==> src/rtl/irom_loader_pkg.sv <==
`default_nettype none
// ============================================================================
//  Module   : irom_loader_pkg
//  Purpose  : Shared definitions for the instruction-memory program loader:
//             FSM state encodings, frame sync byte and word-count limit.
//  Ports    : (package, none)
//  Revision : 1.0  initial release
// ============================================================================
package irom_loader_pkg;

    // One state per frame field.
    typedef enum logic [2:0] {
        S_IDLE   = 3'd0,
        S_ADDR_H = 3'd1,
        S_ADDR_L = 3'd2,
        S_CNT_H  = 3'd3,
        S_CNT_L  = 3'd4,
        S_DATA_H = 3'd5,
        S_DATA_L = 3'd6,
        S_CSUM   = 3'd7
    } state_t;

    localparam logic [7:0] c_SYNC        = 8'hA5;
    localparam int         c_DWIDTH_DEF  = 16;
    localparam int         c_AWIDTH_DEF  = 12;

    // Largest legal word count: the whole memory, 2^aw words.
    // 17 bits so a 16-bit address space still fits.
    function automatic logic [16:0] max_count(input int aw);
        return 17'd1 << aw;
    endfunction

endpackage : irom_loader_pkg
`default_nettype wire

==> src/rtl/irom_loader_if.sv <==
`default_nettype none
// ============================================================================
//  Module   : irom_loader_if
//  Purpose  : Bundles the loader's byte-input handshake, instruction-memory
//             write port and CPU/status outputs.
//  Ports    : rx_valid/rx_data/rx_ready  host byte stream
//             mem_we/mem_addr/mem_wdata   IROM write port
//             cpu_en/busy/done/err        CPU enable and load status
//  Modports : master - the loader (drives memory port and status)
//             slave  - host, IROM and CPU side
//  Revision : 1.0  initial release
// ============================================================================
interface irom_loader_if #(
    parameter int DWIDTH = 16,
    parameter int AWIDTH = 12
);
    logic              rx_valid;
    logic [7:0]        rx_data;
    logic              rx_ready;
    logic              mem_we;
    logic [AWIDTH-1:0] mem_addr;
    logic [DWIDTH-1:0] mem_wdata;
    logic              cpu_en;
    logic              busy;
    logic              done;
    logic              err;

    modport master (
        input  rx_valid, rx_data,
        output rx_ready, mem_we, mem_addr, mem_wdata, cpu_en, busy, done, err
    );

    modport slave (
        output rx_valid, rx_data,
        input  rx_ready, mem_we, mem_addr, mem_wdata, cpu_en, busy, done, err
    );
endinterface : irom_loader_if
`default_nettype wire

==> src/rtl/irom_loader.sv <==
`default_nettype none
// ============================================================================
//  Module   : irom_loader
//  Purpose  : Parses a framed byte stream
//               SYNC, ADDR_H, ADDR_L, CNT_H, CNT_L, {hi,lo} x CNT, CSUM
//             and writes the 16-bit words into the instruction memory.
//             Holds the CPU stopped while loading and releases it only after
//             the XOR checksum of the frame body matches.
//  Ports    : clk    system clock, rising edge
//             rst_n  synchronous active-low reset
//             bus    irom_loader_if.master (byte input, IROM write, status)
//  Revision : 1.0  initial release
// ============================================================================
import irom_loader_pkg::*;

module irom_loader #(
    parameter int         DWIDTH = c_DWIDTH_DEF,
    parameter int         AWIDTH = c_AWIDTH_DEF,
    parameter logic [7:0] SYNC   = c_SYNC
) (
    input  logic          clk,
    input  logic          rst_n,
    irom_loader_if.master bus
);

    localparam logic [16:0] c_MAX_CNT = max_count(AWIDTH);

    state_t            r_state,     w_state_nxt;
    logic [7:0]        r_hi,        w_hi_nxt;      // ADDR_H / CNT_H / DATA_H holding byte
    logic [7:0]        r_csum,      w_csum_nxt;
    logic [16:0]       r_remain,    w_remain_nxt;  // words still to receive
    logic [AWIDTH-1:0] r_ptr,       w_ptr_nxt;     // next write address
    logic              r_mem_we,    w_mem_we_nxt;
    logic [AWIDTH-1:0] r_mem_addr,  w_mem_addr_nxt;
    logic [DWIDTH-1:0] r_mem_wdata, w_mem_wdata_nxt;
    logic              r_cpu_en,    w_cpu_en_nxt;
    logic              r_done,      w_done_nxt;
    logic              r_err,       w_err_nxt;

    // The loader never back-pressures, so every valid byte is taken.
    logic        w_take;
    logic [15:0] w_pair;   // {held byte, current byte}
    logic [16:0] w_cnt;

    assign w_take = bus.rx_valid;
    assign w_pair = {r_hi, bus.rx_data};
    assign w_cnt  = {1'b0, w_pair};

    always_ff @(posedge clk) begin
        if (!rst_n) begin
            r_state     <= S_IDLE;
            r_hi        <= 8'd0;
            r_csum      <= 8'd0;
            r_remain    <= 17'd0;
            r_ptr       <= '0;
            r_mem_we    <= 1'b0;
            r_mem_addr  <= '0;
            r_mem_wdata <= '0;
            r_cpu_en    <= 1'b0;
            r_done      <= 1'b0;
            r_err       <= 1'b0;
        end else begin
            r_state     <= w_state_nxt;
            r_hi        <= w_hi_nxt;
            r_csum      <= w_csum_nxt;
            r_remain    <= w_remain_nxt;
            r_ptr       <= w_ptr_nxt;
            r_mem_we    <= w_mem_we_nxt;
            r_mem_addr  <= w_mem_addr_nxt;
            r_mem_wdata <= w_mem_wdata_nxt;
            r_cpu_en    <= w_cpu_en_nxt;
            r_done      <= w_done_nxt;
            r_err       <= w_err_nxt;
        end
    end

    always_comb begin
        w_state_nxt     = r_state;
        w_hi_nxt        = r_hi;
        w_csum_nxt      = r_csum;
        w_remain_nxt    = r_remain;
        w_ptr_nxt       = r_ptr;
        w_mem_we_nxt    = 1'b0;
        w_mem_addr_nxt  = r_mem_addr;
        w_mem_wdata_nxt = r_mem_wdata;
        w_cpu_en_nxt    = r_cpu_en;
        w_done_nxt      = 1'b0;
        w_err_nxt       = r_err;

        if (w_take) begin
            case (r_state)
                S_IDLE: begin
                    // Only SYNC starts a frame; anything else is line noise.
                    if (bus.rx_data == SYNC) begin
                        w_state_nxt  = S_ADDR_H;
                        w_csum_nxt   = 8'd0;
                        w_err_nxt    = 1'b0;
                        w_cpu_en_nxt = 1'b0;
                    end
                end
                S_ADDR_H: begin
                    w_hi_nxt    = bus.rx_data;
                    w_csum_nxt  = r_csum ^ bus.rx_data;
                    w_state_nxt = S_ADDR_L;
                end
                S_ADDR_L: begin
                    w_ptr_nxt   = w_pair[AWIDTH-1:0];
                    w_csum_nxt  = r_csum ^ bus.rx_data;
                    w_state_nxt = S_CNT_H;
                end
                S_CNT_H: begin
                    w_hi_nxt    = bus.rx_data;
                    w_csum_nxt  = r_csum ^ bus.rx_data;
                    w_state_nxt = S_CNT_L;
                end
                S_CNT_L: begin
                    w_csum_nxt = r_csum ^ bus.rx_data;
                    if (w_cnt == 17'd0) begin
                        w_state_nxt = S_CSUM;
                    end else if (w_cnt > c_MAX_CNT) begin
                        // More words than the memory holds: reject the frame.
                        w_err_nxt   = 1'b1;
                        w_state_nxt = S_IDLE;
                    end else begin
                        w_remain_nxt = w_cnt;
                        w_state_nxt  = S_DATA_H;
                    end
                end
                S_DATA_H: begin
                    w_hi_nxt    = bus.rx_data;
                    w_csum_nxt  = r_csum ^ bus.rx_data;
                    w_state_nxt = S_DATA_L;
                end
                S_DATA_L: begin
                    w_csum_nxt      = r_csum ^ bus.rx_data;
                    w_mem_we_nxt    = 1'b1;
                    w_mem_addr_nxt  = r_ptr;
                    w_mem_wdata_nxt = DWIDTH'(w_pair);
                    w_ptr_nxt       = r_ptr + AWIDTH'(1);   // wraps at top of memory
                    w_remain_nxt    = r_remain - 17'd1;
                    w_state_nxt     = (r_remain == 17'd1) ? S_CSUM : S_DATA_H;
                end
                S_CSUM: begin
                    // Written words stay in memory either way; only the CPU
                    // release depends on the checksum.
                    if (bus.rx_data == r_csum) begin
                        w_done_nxt   = 1'b1;
                        w_cpu_en_nxt = 1'b1;
                    end else begin
                        w_err_nxt = 1'b1;
                    end
                    w_state_nxt = S_IDLE;
                end
                default: w_state_nxt = S_IDLE;
            endcase
        end
    end

    assign bus.rx_ready  = 1'b1;
    assign bus.mem_we    = r_mem_we;
    assign bus.mem_addr  = r_mem_addr;
    assign bus.mem_wdata = r_mem_wdata;
    assign bus.cpu_en    = r_cpu_en;
    assign bus.busy      = (r_state != S_IDLE);
    assign bus.done      = r_done;
    assign bus.err       = r_err;

endmodule : irom_loader
`default_nettype wire

==> src/flat_wrapper.sv <==
// flat-port wrapper written by rule: the top's interface ports become plain ports
module irom_loader_flat 
#(
    parameter int         DWIDTH = c_DWIDTH_DEF,
    parameter int         AWIDTH = c_AWIDTH_DEF,
    parameter logic [7:0] SYNC   = c_SYNC
)
  (clk, rst_n, bus_rx_valid, bus_rx_data, bus_rx_ready, bus_mem_we, bus_mem_addr, bus_mem_wdata, bus_cpu_en, bus_busy, bus_done, bus_err);
  irom_loader_if #(.DWIDTH(DWIDTH), .AWIDTH(AWIDTH)) bus_i ();
  input  logic clk;
  input  logic rst_n;
  input wire logic [$bits(bus_i.rx_valid)-1:0] bus_rx_valid;
  input wire logic [$bits(bus_i.rx_data)-1:0] bus_rx_data;
  output wire logic [$bits(bus_i.rx_ready)-1:0] bus_rx_ready;
  output wire logic [$bits(bus_i.mem_we)-1:0] bus_mem_we;
  output wire logic [$bits(bus_i.mem_addr)-1:0] bus_mem_addr;
  output wire logic [$bits(bus_i.mem_wdata)-1:0] bus_mem_wdata;
  output wire logic [$bits(bus_i.cpu_en)-1:0] bus_cpu_en;
  output wire logic [$bits(bus_i.busy)-1:0] bus_busy;
  output wire logic [$bits(bus_i.done)-1:0] bus_done;
  output wire logic [$bits(bus_i.err)-1:0] bus_err;
  assign bus_i.rx_valid = bus_rx_valid;
  assign bus_i.rx_data = bus_rx_data;
  assign bus_rx_ready = bus_i.rx_ready;
  assign bus_mem_we = bus_i.mem_we;
  assign bus_mem_addr = bus_i.mem_addr;
  assign bus_mem_wdata = bus_i.mem_wdata;
  assign bus_cpu_en = bus_i.cpu_en;
  assign bus_busy = bus_i.busy;
  assign bus_done = bus_i.done;
  assign bus_err = bus_i.err;
  irom_loader #(.DWIDTH(DWIDTH), .AWIDTH(AWIDTH), .SYNC(SYNC)) u_core (.clk(clk), .rst_n(rst_n), .bus(bus_i));
endmodule
==> config.mk <==
export PLATFORM = sky130hd
export DESIGN_NAME = irom_loader_flat
export DESIGN_NICKNAME = d
export VERILOG_FILES = /design/src/rtl/irom_loader_pkg.sv /design/src/rtl/irom_loader_if.sv /design/src/rtl/irom_loader.sv /design/src/flat_wrapper.sv
export SDC_FILE = /design/constraint.sdc
export NUM_CORES = 1
export LEC_CHECK = 0
export CORE_ASPECT_RATIO = 1.5
export CORE_MARGIN = 2
export CORE_UTILIZATION = 40
export CTS_CLUSTER_DIAMETER = 60
export DETAILED_ROUTE_END_ITERATION = 10
export PLACE_DENSITY = 0.66
export SLEW_MARGIN = 20
export SYNTH_ARGS = -nofsm -noshare
export SYNTH_HDL_FRONTEND = slang
export SYNTH_SLANG_ARGS = --single-unit
==> constraint.sdc <==
create_clock -name clk -period 2 [get_ports clk]
set_clock_uncertainty 0.1 [all_clocks]
set_input_delay 0.4 -clock clk [delete_from_list [all_inputs] [get_ports clk]]
set_output_delay 0.4 -clock clk [all_outputs]
set_load 0.01 [all_outputs]
==> summary.md <==
| Metric | Value |
|---|---|
| Placed Area | `4960 um^2` |
| DRT iter0 DRCs | `243` |
| Cells along the critical path | `buf_4 > or3_1 > clkdlybuf4s15_1` |
| Seq/Total Area, Yosys | `39.3%` |
| FILL cells | `936` |
| HP Class | `register to register` |
| Slew headroom | `61.5%` |
| Die ar. | `11000 um^2` |
| Die Wd | `86.5 um` |
| Area delta synth->final | `32.3%` |
| CP Data Arrival Time | `1.44 ns` |
| Yosys reg bits | `80` |
| Vias in the first global route | `3928` |
| Syn avg cell area | `7.80 um^2` |
| Ant. Diodes | `0` |
| Register area | `1610 um^2` |
| Count leader, synth | `dfxtp_1` |
| Post-synth EDFFs | `0` |
| Cell family with most CP delay | `buffers and inverters` |
| Crit-path slowest cell | `or3_1` |
| Initial antenna violation count | `0` |
| Syn Inst Count | `523` |
| H-tree levels | `3` |
| I/O Pins | `45` |
| P_leak | `2.02 nW` |
| Mux contribution to synthesized area | `2.21%` |
| Crit. End Element | `primary output` |
| Largest net degree at the start of global routing | `53` |
| PwrDens | `674 nW/um^2` |
| FMAX | `516 MHz` |
| DRC viols | `0` |
| Worst VDD drop | `0.000471 V` |
| Port bufs | `43` |
| Vias per inst | `5.72` |
| Adder-cell share of the synthesized area | `0.920%` |
| Compound-Gate Fraction of Synth Area | `23.2%` |
| Routed len/inst | `16.2 um` |
| Via count | `4108` |
| Worst EP required | `1.50 ns` |
| Critical Path Fanout Max | `7` |
| Syn_nets | `537` |
| Clk slew on worst S/H paths | `0.06 ns` |
| CP Launch Type | `register` |
| Multi-input combinational cell area | `2280 um^2` |
| Post-synthesis xor/xnor area fraction | `1.72%` |
| Synth Flop Type | `dfxtp_1` |
| Clk sinks | `80` |
| TritonCTS Buffers | `9` |
| Final HPWL DP | `8010 um` |
| Starting Density | `40.7%` |
| Clk buf depth | `2` |
| CTS tree | `done` |
| Final hold viol count | `0` |
| Mapped Area | `4080 um^2` |
| Tot GR Track Use | `21.5%` |
| Total wire length | `11600 um` |
| Buffer and inverter count on the worst path | `2` |
| Chip Height | `128 um` |
| Worst-skew pair later-pin latency | `0.34 ns` |
| Least-Margin Pin Slew | `0.572 ns` |
| Asr flop ratio synth | `0%` |
| Share of cells above drive strength 1 | `17.3%` |
| Post-Layout Inst Area | `5400 um^2` |
| Worst Hold Slack | `0.351 ns` |
| TritonRoute pass-1 iters | `5` |
| Crit path largest cell delay | `0.36 ns` |
| Cts hold-fix bufs | `0` |
| Outcome | `finished clean` |
| Post-route ant nets | `0` |
| Tmin final | `1.94 ns` |
| Setup-failing EPs final | `0` |
| Cell taking the most area after synthesis | `dfxtp_1` |
| Cell row count | `45` |
| Pins Over Slew Limit | `0` |
| Fin crit share | `96.9%` |
| Synth Warn # | `0` |
| Main combinational cell family by area after synthesis | `simple AND/OR/NAND/NOR gates` |
| Unique masters post-synth | `65` |
| Nets | `610` |
| Gr ovfl total | `0` |
| Synth area leaders | `dfxtp_1, a21oi_1, nand2_1, nor2_1, o21ai_0` |
| Global-route wire length before repair | `18900 um` |
| Root buf cell | `clkbuf_16` |
| Top-area cell type share of the netlist area | `39.3%` |
| GPL Wtd Cong | `0.850` |
| Max cap viols | `0` |
| Critical path class | `register to primary output` |
| Core Area | `10000 um^2` |
| Simple-gate share of the synthesized area | `26.7%` |
| Synth cell count leaders | `dfxtp_1, a21oi_1, nand2_1, nor2_1, o21ai_0` |
## layout by cell type, fill, tap and decap left out, types with 4 or more instances in the layout
| cell | instances |
|---|---|
| a21oi_1 | 72 |
| xor2_1 | 4 |
| nor3_1 | 8 |
| nand2b_1 | 6 |
| o211ai_1 | 4 |
| nand3_1 | 13 |
| o21ai_1 | 14 |
| xnor2_1 | 4 |
| nand3b_1 | 10 |
| nor4_1 | 4 |
| nand4_1 | 5 |
| buf_4 | 50 |
| or3_1 | 6 |
| clkdlybuf4s15_1 | 4 |
| clkdlybuf4s50_1 | 34 |
| clkbuf_16 | 9 |
| buf_12 | 7 |
| inv_1 | 6 |
| nor2_1 | 66 |
| o21ai_0 | 24 |
| and3_1 | 6 |
| dlygate4sd2_1 | 4 |
| mux2i_1 | 9 |
| nand2_1 | 71 |
| dfxtp_1 | 77 |
| a21o_1 | 7 |
## state kept, by name (all words and copies together) (netlist names)
signal                cells
u_core.bus.mem_addr      12
u_core.r_state            3
u_core.r_hi               8
u_core.bus.err            1
u_core.bus.mem_wdata     16
u_core.bus.cpu_en         1
u_core.bus.done           1
u_core.bus.mem_we         1
u_core.r_remain          17
u_core.r_csum             8
u_core.r_ptr             12
## worst min-delay path, stage by stage (launching register included)
cell	delay, ns
dfxtp_1	0.30
nand2_1	0.05
a21oi_1	0.05
## stage by stage
step	std cells	power (mW)	util, %	setup TNS (ns)	setup slack [ns]
6_report	718	3.64	53.9	0	0.0626
5_1_grt	718	3.73	53.9	-0.00261	-0.00240
4_1_cts	716	3.66	53.4	-0.0954	-0.0175
3_5_place_dp	698	1.87	49.5	-10.30	-0.498
3_3_place_gp	698	1.87	49.5	-8.65	-0.430
2_1_floorplan	523	1.77	-	0	0.105
## kinds of logic (layout without fill, tap and decap cells)
family	count (synthesis)	count (layout)
fa+ha+maj	3	3
xor+xnor	8	8
compound gates	154	154
simple gates	219	219
buf+inv	49	127
mux	9	9
flops	80	80
other cells	1	1
## cell type report
type | count | share of cell area (%)
Tap cell | 117 | 2.71
Inverter | 7 | 0.487
Sequential cell | 80 | 29.7
Clock buffer | 12 | 4.57
Timing Repair Buffer | 104 | 18.9
Clock inverter | 4 | 1.41
Multi-Input combinational cell | 394 | 42.2
## repair_timing
action	CTS	global route
resized for setup	10	19
gates cloned	2	0
pin swaps	4	7
setup endpoints to repair	14	21
setup buffers	0	2
## metal layers
layer	track usage, %	part of all wire (%)	wire length [um]
met4	11.9	3.8	440
met3	2.83	4.9	567
met2	36.3	51	5900
met1	26.1	41	4740
met5	0	0	0
## report_power, final
| part | leakage, nW | switching, mW | internal (mW) |
|---|---|---|---|
| combinational | 1.22 | 0.134 | 0.0936 |
| sequential | 0.646 | 0.0112 | 1.60 |
| clock | 0.153 | 0.661 | 1.13 |
| total | 2.02 | 0.806 | 2.83 |
## final timing paths
| kind | from | to | slack, ns | cells past startpoint |
|---|---|---|---|---|
| hold / removal | u_core.bus.mem_wdata[10] | u_core.bus.mem_wdata[10] | 0.35 | 2 |
| hold reg to reg | u_core.bus.mem_wdata[10] | u_core.bus.mem_wdata[10] | 0.35 | 2 |
| setup reg to reg | u_core.r_hi[0] | u_core.r_remain[3] | 0.08 | 7 |
| setup / recovery | u_core.r_state[1] | bus_busy | 0.06 | 3 |
Power figures use the tool's default switching activity.
